File: src/rtl/xor_checksum_if.sv
// Handshake bundle for xor_checksum.
//   Input stream : in_valid, in_ready, in_data[WIDTH], in_last
//   Result port  : out_valid, out_ready, out_sum[WIDTH], out_parity,
//                  out_count[CW], out_ovf
// The master modport drives the stream and consumes results.
// The slave modport is the checksum block.
interface xor_checksum_if #(
  parameter int WIDTH = 8,
  parameter int CW    = 4
);
  logic             in_valid;
  logic             in_ready;
  logic [WIDTH-1:0] in_data;
  logic             in_last;
  logic             out_valid;
  logic             out_ready;
  logic [WIDTH-1:0] out_sum;
  logic             out_parity;
  logic [CW-1:0]    out_count;
  logic             out_ovf;

  modport master (
    output in_valid, in_data, in_last, out_ready,
    input  in_ready, out_valid, out_sum, out_parity, out_count, out_ovf
  );

  modport slave (
    input  in_valid, in_data, in_last, out_ready,
    output in_ready, out_valid, out_sum, out_parity, out_count, out_ovf
  );
endinterface

File: src/rtl/xor_checksum.sv
// xor_checksum: folds a framed stream of words with XOR (or XNOR when
// INVERT=1) and presents one result per frame, together with the
// parity of that result, a saturating beat count and an overflow flag.
// Ports:
//   clk    - sole clock, rising edge
//   rst_n  - synchronous active-low reset
//   bus    - xor_checksum_if slave modport (input stream + result port)
// A frame's result is held in DONE until taken; no new word is accepted
// while a result is held, including the cycle in which it is taken.
module xor_checksum #(
  parameter int WIDTH  = 8,
  parameter int CW     = 4,
  parameter int INVERT = 0
) (
  input  logic           clk,
  input  logic           rst_n,
  xor_checksum_if.slave  bus
);

  typedef enum logic [1:0] {
    IDLE  = 2'd0,
    ACCUM = 2'd1,
    DONE  = 2'd2
  } state_t;

  localparam logic [CW-1:0] CNT_MAX = '1;
  localparam logic [CW-1:0] CNT_ONE = CW'(1);

  state_t           r_state;
  state_t           w_state_nxt;
  logic signed [WIDTH-1:0] r_acc;
  logic [CW-1:0]    r_cnt;
  logic             r_ovf;

  logic             w_in_ready;
  logic             w_out_valid;
  logic             w_accept;
  logic             w_take;
  logic [WIDTH-1:0] w_sum;

  // Beat counter sticks at its maximum instead of wrapping.
  function automatic logic [CW-1:0] sat_inc(input logic [CW-1:0] c);
    return (c == CNT_MAX) ? c : c + CNT_ONE;
  endfunction

  function automatic logic [WIDTH-1:0] fold_result(input logic [WIDTH-1:0] a);
    return (INVERT != 0) ? ~a : a;
  endfunction

  always_comb begin
    w_state_nxt = r_state;
    w_in_ready  = 1'b0;
    w_out_valid = 1'b0;
    case (r_state)
      IDLE, ACCUM: begin
        w_in_ready = 1'b1;
        if (bus.in_valid) begin
          w_state_nxt = bus.in_last ? DONE : ACCUM;
        end
      end
      DONE: begin
        w_out_valid = 1'b1;
        if (bus.out_ready) begin
          w_state_nxt = IDLE;
        end
      end
      default: w_state_nxt = IDLE;
    endcase
  end

  assign w_accept = bus.in_valid && w_in_ready;
  assign w_take   = w_out_valid && bus.out_ready;

  always_ff @(posedge clk) begin
    if (!rst_n) begin
      r_state <= IDLE;
      r_acc   <= '0;
      r_cnt   <= '0;
      r_ovf   <= 1'b0;
    end else begin
      r_state <= w_state_nxt;
      if (w_accept) begin
        // The first beat loads rather than folds, so a stale accumulator
        // can never leak into a new frame.
        if (r_state == IDLE) begin
          r_acc <= bus.in_data;
        end else begin
          r_acc <= r_acc ^ bus.in_data;
        end
        r_cnt <= sat_inc(r_cnt);
        if (r_cnt == CNT_MAX) begin
          r_ovf <= 1'b1;
        end
      end else if (w_take) begin
        r_acc <= '0;
        r_cnt <= '0;
        r_ovf <= 1'b0;
      end
    end
  end

  // Result fields are forced to zero whenever no result is presented.
  assign w_sum          = w_out_valid ? fold_result(r_acc) : '0;
  assign bus.in_ready   = w_in_ready;
  assign bus.out_valid  = w_out_valid;
  assign bus.out_sum    = w_sum;
  assign bus.out_parity = ^w_sum;
  assign bus.out_count  = w_out_valid ? r_cnt : '0;
  assign bus.out_ovf    = w_out_valid & r_ovf;

endmodule

File: src/flat_wrapper.sv
// flat-port wrapper written by rule: the top's interface ports become plain ports
module xor_checksum_flat 
#(
  parameter int WIDTH  = 8,
  parameter int CW     = 4,
  parameter int INVERT = 0
)
  (clk, rst_n, bus_in_valid, bus_in_data, bus_in_last, bus_out_ready, bus_in_ready, bus_out_valid, bus_out_sum, bus_out_parity, bus_out_count, bus_out_ovf);
  xor_checksum_if #(.WIDTH(WIDTH), .CW(CW)) bus_i ();
  input  logic clk;
  input  logic rst_n;
  input wire logic [$bits(bus_i.in_valid)-1:0] bus_in_valid;
  input wire logic [$bits(bus_i.in_data)-1:0] bus_in_data;
  input wire logic [$bits(bus_i.in_last)-1:0] bus_in_last;
  input wire logic [$bits(bus_i.out_ready)-1:0] bus_out_ready;
  output wire logic [$bits(bus_i.in_ready)-1:0] bus_in_ready;
  output wire logic [$bits(bus_i.out_valid)-1:0] bus_out_valid;
  output wire logic [$bits(bus_i.out_sum)-1:0] bus_out_sum;
  output wire logic [$bits(bus_i.out_parity)-1:0] bus_out_parity;
  output wire logic [$bits(bus_i.out_count)-1:0] bus_out_count;
  output wire logic [$bits(bus_i.out_ovf)-1:0] bus_out_ovf;
  assign bus_i.in_valid = bus_in_valid;
  assign bus_i.in_data = bus_in_data;
  assign bus_i.in_last = bus_in_last;
  assign bus_i.out_ready = bus_out_ready;
  assign bus_in_ready = bus_i.in_ready;
  assign bus_out_valid = bus_i.out_valid;
  assign bus_out_sum = bus_i.out_sum;
  assign bus_out_parity = bus_i.out_parity;
  assign bus_out_count = bus_i.out_count;
  assign bus_out_ovf = bus_i.out_ovf;
  xor_checksum #(.WIDTH(WIDTH), .CW(CW), .INVERT(INVERT)) u_core (.clk(clk), .rst_n(rst_n), .bus(bus_i));
endmodule
File: config.mk
export PLATFORM = sky130hd
export DESIGN_NAME = xor_checksum_flat
export DESIGN_NICKNAME = d
export VERILOG_FILES = /design/src/rtl/xor_checksum_if.sv /design/src/rtl/xor_checksum.sv /design/src/flat_wrapper.sv
export SDC_FILE = /design/constraint.sdc
export NUM_CORES = 1
export LEC_CHECK = 0
export ABC_AREA = 1
export CORE_MARGIN = 5
export CORE_UTILIZATION = 45
export CTS_CLUSTER_SIZE = 40
export DETAILED_ROUTE_END_ITERATION = 7
export GPL_ROUTABILITY_DRIVEN = 0
export GPL_TIMING_DRIVEN = 0
export HOLD_SLACK_MARGIN = 0.02
export PLACE_DENSITY = 0.76
export RECOVER_POWER = 25
export SLEW_MARGIN = 20
export SYNTH_ARGS = -nofsm -noshare
export SYNTH_HDL_FRONTEND = slang
export SYNTH_SLANG_ARGS = --single-unit
File: constraint.sdc
create_clock -name clk -period 2 [get_ports clk]
set_clock_uncertainty 0.1 [all_clocks]
set_input_delay 0.6 -clock clk [delete_from_list [all_inputs] [get_ports clk]]
set_output_delay 0.6 -clock clk [all_outputs]
set_load 0.01 [all_outputs]
== After elaboration in Yosys (flattened, before gate mapping) ==
Index checks and enable logic that the tools add are counted.
Widths: inputs -> output; s select.

* Logic and storage cells: 40
* Input port bits: 13
* Bits in registers: 15
* Output and inout bits: 16

* Add/subtract/negate cells: 1
* Equality and inequality tests: 7
* Multiplexer cells: 17
* Bitwise operators: 2
* Reduce and logical (&&, ||, !) cells: 9

{| class="wikitable"
|+ Operator list
! operator !! number
|-
| $mux 8 || 4
|-
| $mux 4 || 4
|-
| $ne 2x2->1 const B || 4
|-
| $reduce_xor 8->1 || 1
|-
| $xor 8x8->8 || 1
|-
| $mux 2 || 3
|-
| $reduce_and 2->1 || 3
|-
| $mux 1 || 5
|-
| $add 4x1->4 const B || 1
|-
| $eq 4x4->1 const B || 1
|-
| $pmux 2 s2 || 1
|-
| $eq 2x1->1 const B || 1
|-
| $eq 2x2->1 const B || 1
|-
| $logic_and 1x1->1 || 2
|-
| $logic_not 2->1 || 1
|-
| $reduce_bool 2->1 || 1
|-
| $reduce_or 2->1 || 1
|-
| $and 1x1->1 || 1
|}

== Logic depth before layout (Yosys ltp) ==
* Word-level depth: 6
* Gate-level depth with buffers: 9
* Gate-level depth less buffers: 9

== Worst setup path after synthesis ==
OpenSTA, ideal clock, no wires.

* Path kind: register to output
* From: register u_core.r_state[1]
* To: output bus_out_parity
* Data arrival time: 1115 ps
* Path slack: 185 ps
* Stages on the path, launching flop included: 10
* Data required time: 1300 ps
* Path buffers: 1
* Path through: dfxtp_1 -> buf_6 -> inv_4 -> nor2_4 -> o21ai_2 -> nor2_1 -> nand2_1 -> nand2_1 -> nand2_1 -> nand2_1

* Longest elaborated chain between the ends: 4

{| class="wikitable"
|+ RTL lines
! element !! line !! RTL
|-
| start, declared || xor_checksum.sv:29 || <nowiki>state_t r_state;</nowiki>
|-
| start signal, assigned || xor_checksum.sv:81 || <nowiki>r_state <= w_state_nxt;</nowiki>
|-
| $eq 2x2->1 || xor_checksum.sv:54 || <nowiki>case (r_state)</nowiki>
|-
| $mux 1 || xor_checksum.sv:54 ||
|-
| net bus_out_valid || flat_wrapper.sv:17 || <nowiki>output wire logic [$bits(bus_i.out_valid)-1:0] bus_out_valid;</nowiki>
|-
| $mux 8 || xor_checksum.sv:103 || <nowiki>assign w_sum = w_out_valid ? fold_result(r_acc) : '0;</nowiki>
|-
| $reduce_xor 8->1 || xor_checksum.sv:107 || <nowiki>assign bus.out_parity = ^w_sum;</nowiki>
|-
| end, declared || flat_wrapper.sv:19 || <nowiki>output wire logic [$bits(bus_i.out_parity)-1:0] bus_out_parity;</nowiki>
|}

The timed path passes the listed nets, and every way through them passes these cells.

== Final worst setup path ==
* From: register u_core.r_state[1]
* To: output bus_out_parity

* Longest elaborated chain between the ends: 4

{| class="wikitable"
|+ RTL lines
! element !! line
|-
| $eq 2x2->1 || xor_checksum.sv:54
|-
| $mux 1 || xor_checksum.sv:54
|-
| $mux 8 || xor_checksum.sv:103
|-
| $reduce_xor 8->1 || xor_checksum.sv:107
|}

Every way passes these cells.

==> results.py <==
metrics = {
    "job": {
        "max_cap_violations": 0,
    },
    "power": {
        "ir_worst_vdd_mv": 0.4215,
        "powerDensity_nw_per_um2": 493.6,
        "leakagePower_nw": 0.6313,
    },
    "floorplanning": {
        "core_sq_um": 2212,
        "die_y_microns": 58.30,
        "die_w_microns": 58.30,
        "ios": 29,
        "rows": 17,
        "start_util_pct": 47.45,
        "die-area_sq_um": 3399,
    },
    "worst_setup_path": {
        "cp-start-kind": "flip-flop",
        "crit_arrival_ns": 1.53,
        "reg2reg_depth": 9,
        "worstReg2RegStart": "u_core.r_state[1]$_SDFFE_PN0P_",
        "startpoint": "u_core.r_state[1]$_SDFFE_PN0P_",
        "worstPathRequired_ns": 1.30,
        "r2r_end": "u_core.r_cnt[2]$_SDFFE_PN0P_",
        "reg2reg_slack_ns": 0.55,
        "worst-path-max-fanout": 8,
        "worst_setup_path_end_kind": "primary output",
        "worstSetupPathType": "reg2out",
    },
    "sta": {
        "finalHoldViolCount": 0,
        "period_needed_ns": 2.232,
        "relSlewSlack_pct": 68.11,
        "setup_viol": 1,
        "setup_ws_ns": -0.2325,
        "worstMarginPinSlew_ns": 0.4783,
        "max_freq_mhz": 447.9,
        "min_period_over_period_pct": 111.6,
        "rsz0062_at_grt": "true",
        "maxSlewViolCount": 0,
    },
    "cts": {
        "cts.sinks": 15,
        "clk_pin_slew_ns": 0.08,
        "clk_latency_ns": 0.28,
        "clockBufferDepth": 2,
        "cts_tree": "built",
        "hold_buffers": 0,
        "clk_root_buffer_cell": "clkbuf_4",
        "ctsHtreeMaxLevel": 1,
        "cts-buffers-inserted": 3,
    },
    "global_routing": {
        "grt_pass1_vias": 1141,
        "grt_usage_pct": 17.10,
        "antenna_found_initial": 0,
        "grt-ovfl-total": 0,
        "grt_max_degree": 11,
        "grt_pass1_wl_microns": 4623,
    },
    "layout": {
        "n_antenna_cell": 0,
        "drive_gt1_share_pct": 17.96,
        "final_common_cell": "nand2_1",
        "fin_util_pct": 61.88,
        "area_growth_pct": 30.39,
        "n_fill_cell": 217,
        "final_cell_mix": "nand2_1, nand3_1, inv_1",
        "fin_nets": 221,
    },
    "detailed_routing": {
        "ant_nets": 0,
        "drc": 0,
        "drt-initial-drc-count": 18,
        "num_vias": 1188,
        "wl_met2_microns": 1444,
        "m1WireLength_microns": 1113,
        "drt-wirelength-per-cell_microns": 11.74,
        "via_per_inst": 5.077,
        "dr.pass1.iters": 4,
        "highest_layer": "met4",
        "wl_microns": 2746,
        "wl_met3_microns": 161,
    },
    "logic_synthesis": {
        "yosysWarningCount": 0,
        "ys_seq_area_share_pct": 28.61,
        "syn_area_sq_um": 1050,
        "syn_nets": 184,
        "ys_ff_latch": 15,
        "ys_types": 24,
        "syn_area_per_cell_sq_um": 6.175,
        "synth_cells": 170,
    },
    "placement": {
        "hpwl_microns": 2110,
        "portBuffers": 28,
        "pre_cts_ws_ns": -0.4361,
    },
    "min_path": {
        "min_path_type": "reg2reg",
        "hold_depth": 2,
        "min_to": "u_core.r_ovf$_SDFFE_PN0P_",
        "hold_start": "u_core.r_ovf$_SDFFE_PN0P_",
    },
    "status": {
        "violations": "setup timing",
        "outcome": "finished with violations",
    },
}
-- cell families (layout without fill, tap and decap cells) --
logic type                 Yosys count  in the layout  share of synthesized area (%)
adders and majority gates            1              1                          1.192
AOI/OAI and AO/OA                   28             28                          16.57
and+or+nand+nor                     94             94                          39.69
xor gates and xnor gates             1              1                         0.8345
DFF                                 15             15                          28.61
buffers and inverters               31             67                          13.11
-- worst max path at each step --
stage          cells past startpoint             end
2_1_floorplan                      9  bus_out_parity
3_3_place_gp                      10  bus_out_parity
3_5_place_dp                      10  bus_out_parity
4_1_cts                           10  bus_out_parity
5_1_grt                           10  bus_out_parity
6_report                          10  bus_out_parity
-- cells in the mapped netlist, drive strengths merged --
cell type	count	area, sq um
nand2	42	165.2
dfxtp	15	300.3
inv	27	103.9
o21ai	2	13.76
buf	3	30.03
nor2	21	93.84
o211ai	1	7.510
or2	2	12.52
o21bai	8	60.06
o22ai	1	6.260
xnor2	1	8.760
a211oi	1	7.510
nand3	29	145.1
ha	1	12.51
a21oi	15	78.83
clkbuf	1	3.750
-- report_power, final --
group          total [mW]  switching (mW)  internal [mW]
Combinational       0.168          0.0942         0.0739
Sequential          0.338          0.0228          0.316
Clock               0.169          0.0919         0.0774
-- metal layers --
| layer | vias to the layer above | global-route usage (%) |
|---|---|---|
| li1 | 621 | - |
| met1 | 532 | 19.57 |
| met2 | 31 | 31.74 |
| met3 | 4 | 2.851 |
| met4 | 0 | 5.629 |
| met5 | - | 0 |
-- area by class of cell --
class,count,area [sq um],share of cell area [%]
multi-input cells,124,614.3,44.88
inverters,27,106.4,7.770
clock buffers,4,26.28,1.920
repair buffers,32,247.7,18.10
plain buffers,4,33.78,2.468
flip-flops and latches,15,305.3,22.30
well taps,28,35.03,2.559
-- worst max-delay path: stages (launching register included) --
cell and delay [ns]:
dfxtp_2 0.33, buf_6 0.12, inv_4 0.05, nor2_4 0.20, o21ai_2 0.09, nor2_2 0.12, nand2_1 0.06, nand2_1 0.06
nand2_1 0.05, nand2_1 0.05, buf_2 0.12
-- timing repair --
action,CTS,global route
pin swaps,3,1
resized for setup,38,15
cloned,0,0
setup endpoints to repair,16,14
buffers inserted,4,0
-- state kept, by name (all words and copies together) (netlist names) --
| register | cells |
|---|---|
| u_core.r_cnt | 4 |
| u_core.r_acc | 8 |
| u_core.r_ovf | 1 |
| u_core.r_state | 2 |
-- through the flow --
step | TNS [ns] | instance area (sq um) | std cells | hold slack [ns] | power [mW]
floorplan | 0 | 1050 | 170 | 0.3436 | 0.4430
global placement | -0.8721 | 1365 | 226 | 0.3563 | 0.5079
detailed placement | -1.015 | 1365 | 226 | 0.3615 | 0.5132
CTS | -0.2464 | 1425 | 234 | 0.3826 | 0.6853
global route | -0.3879 | 1369 | 234 | 0.4195 | 0.7231
finish | -0.2325 | 1369 | 234 | 0.3911 | 0.6757
(Power assumes the default switching activity.)
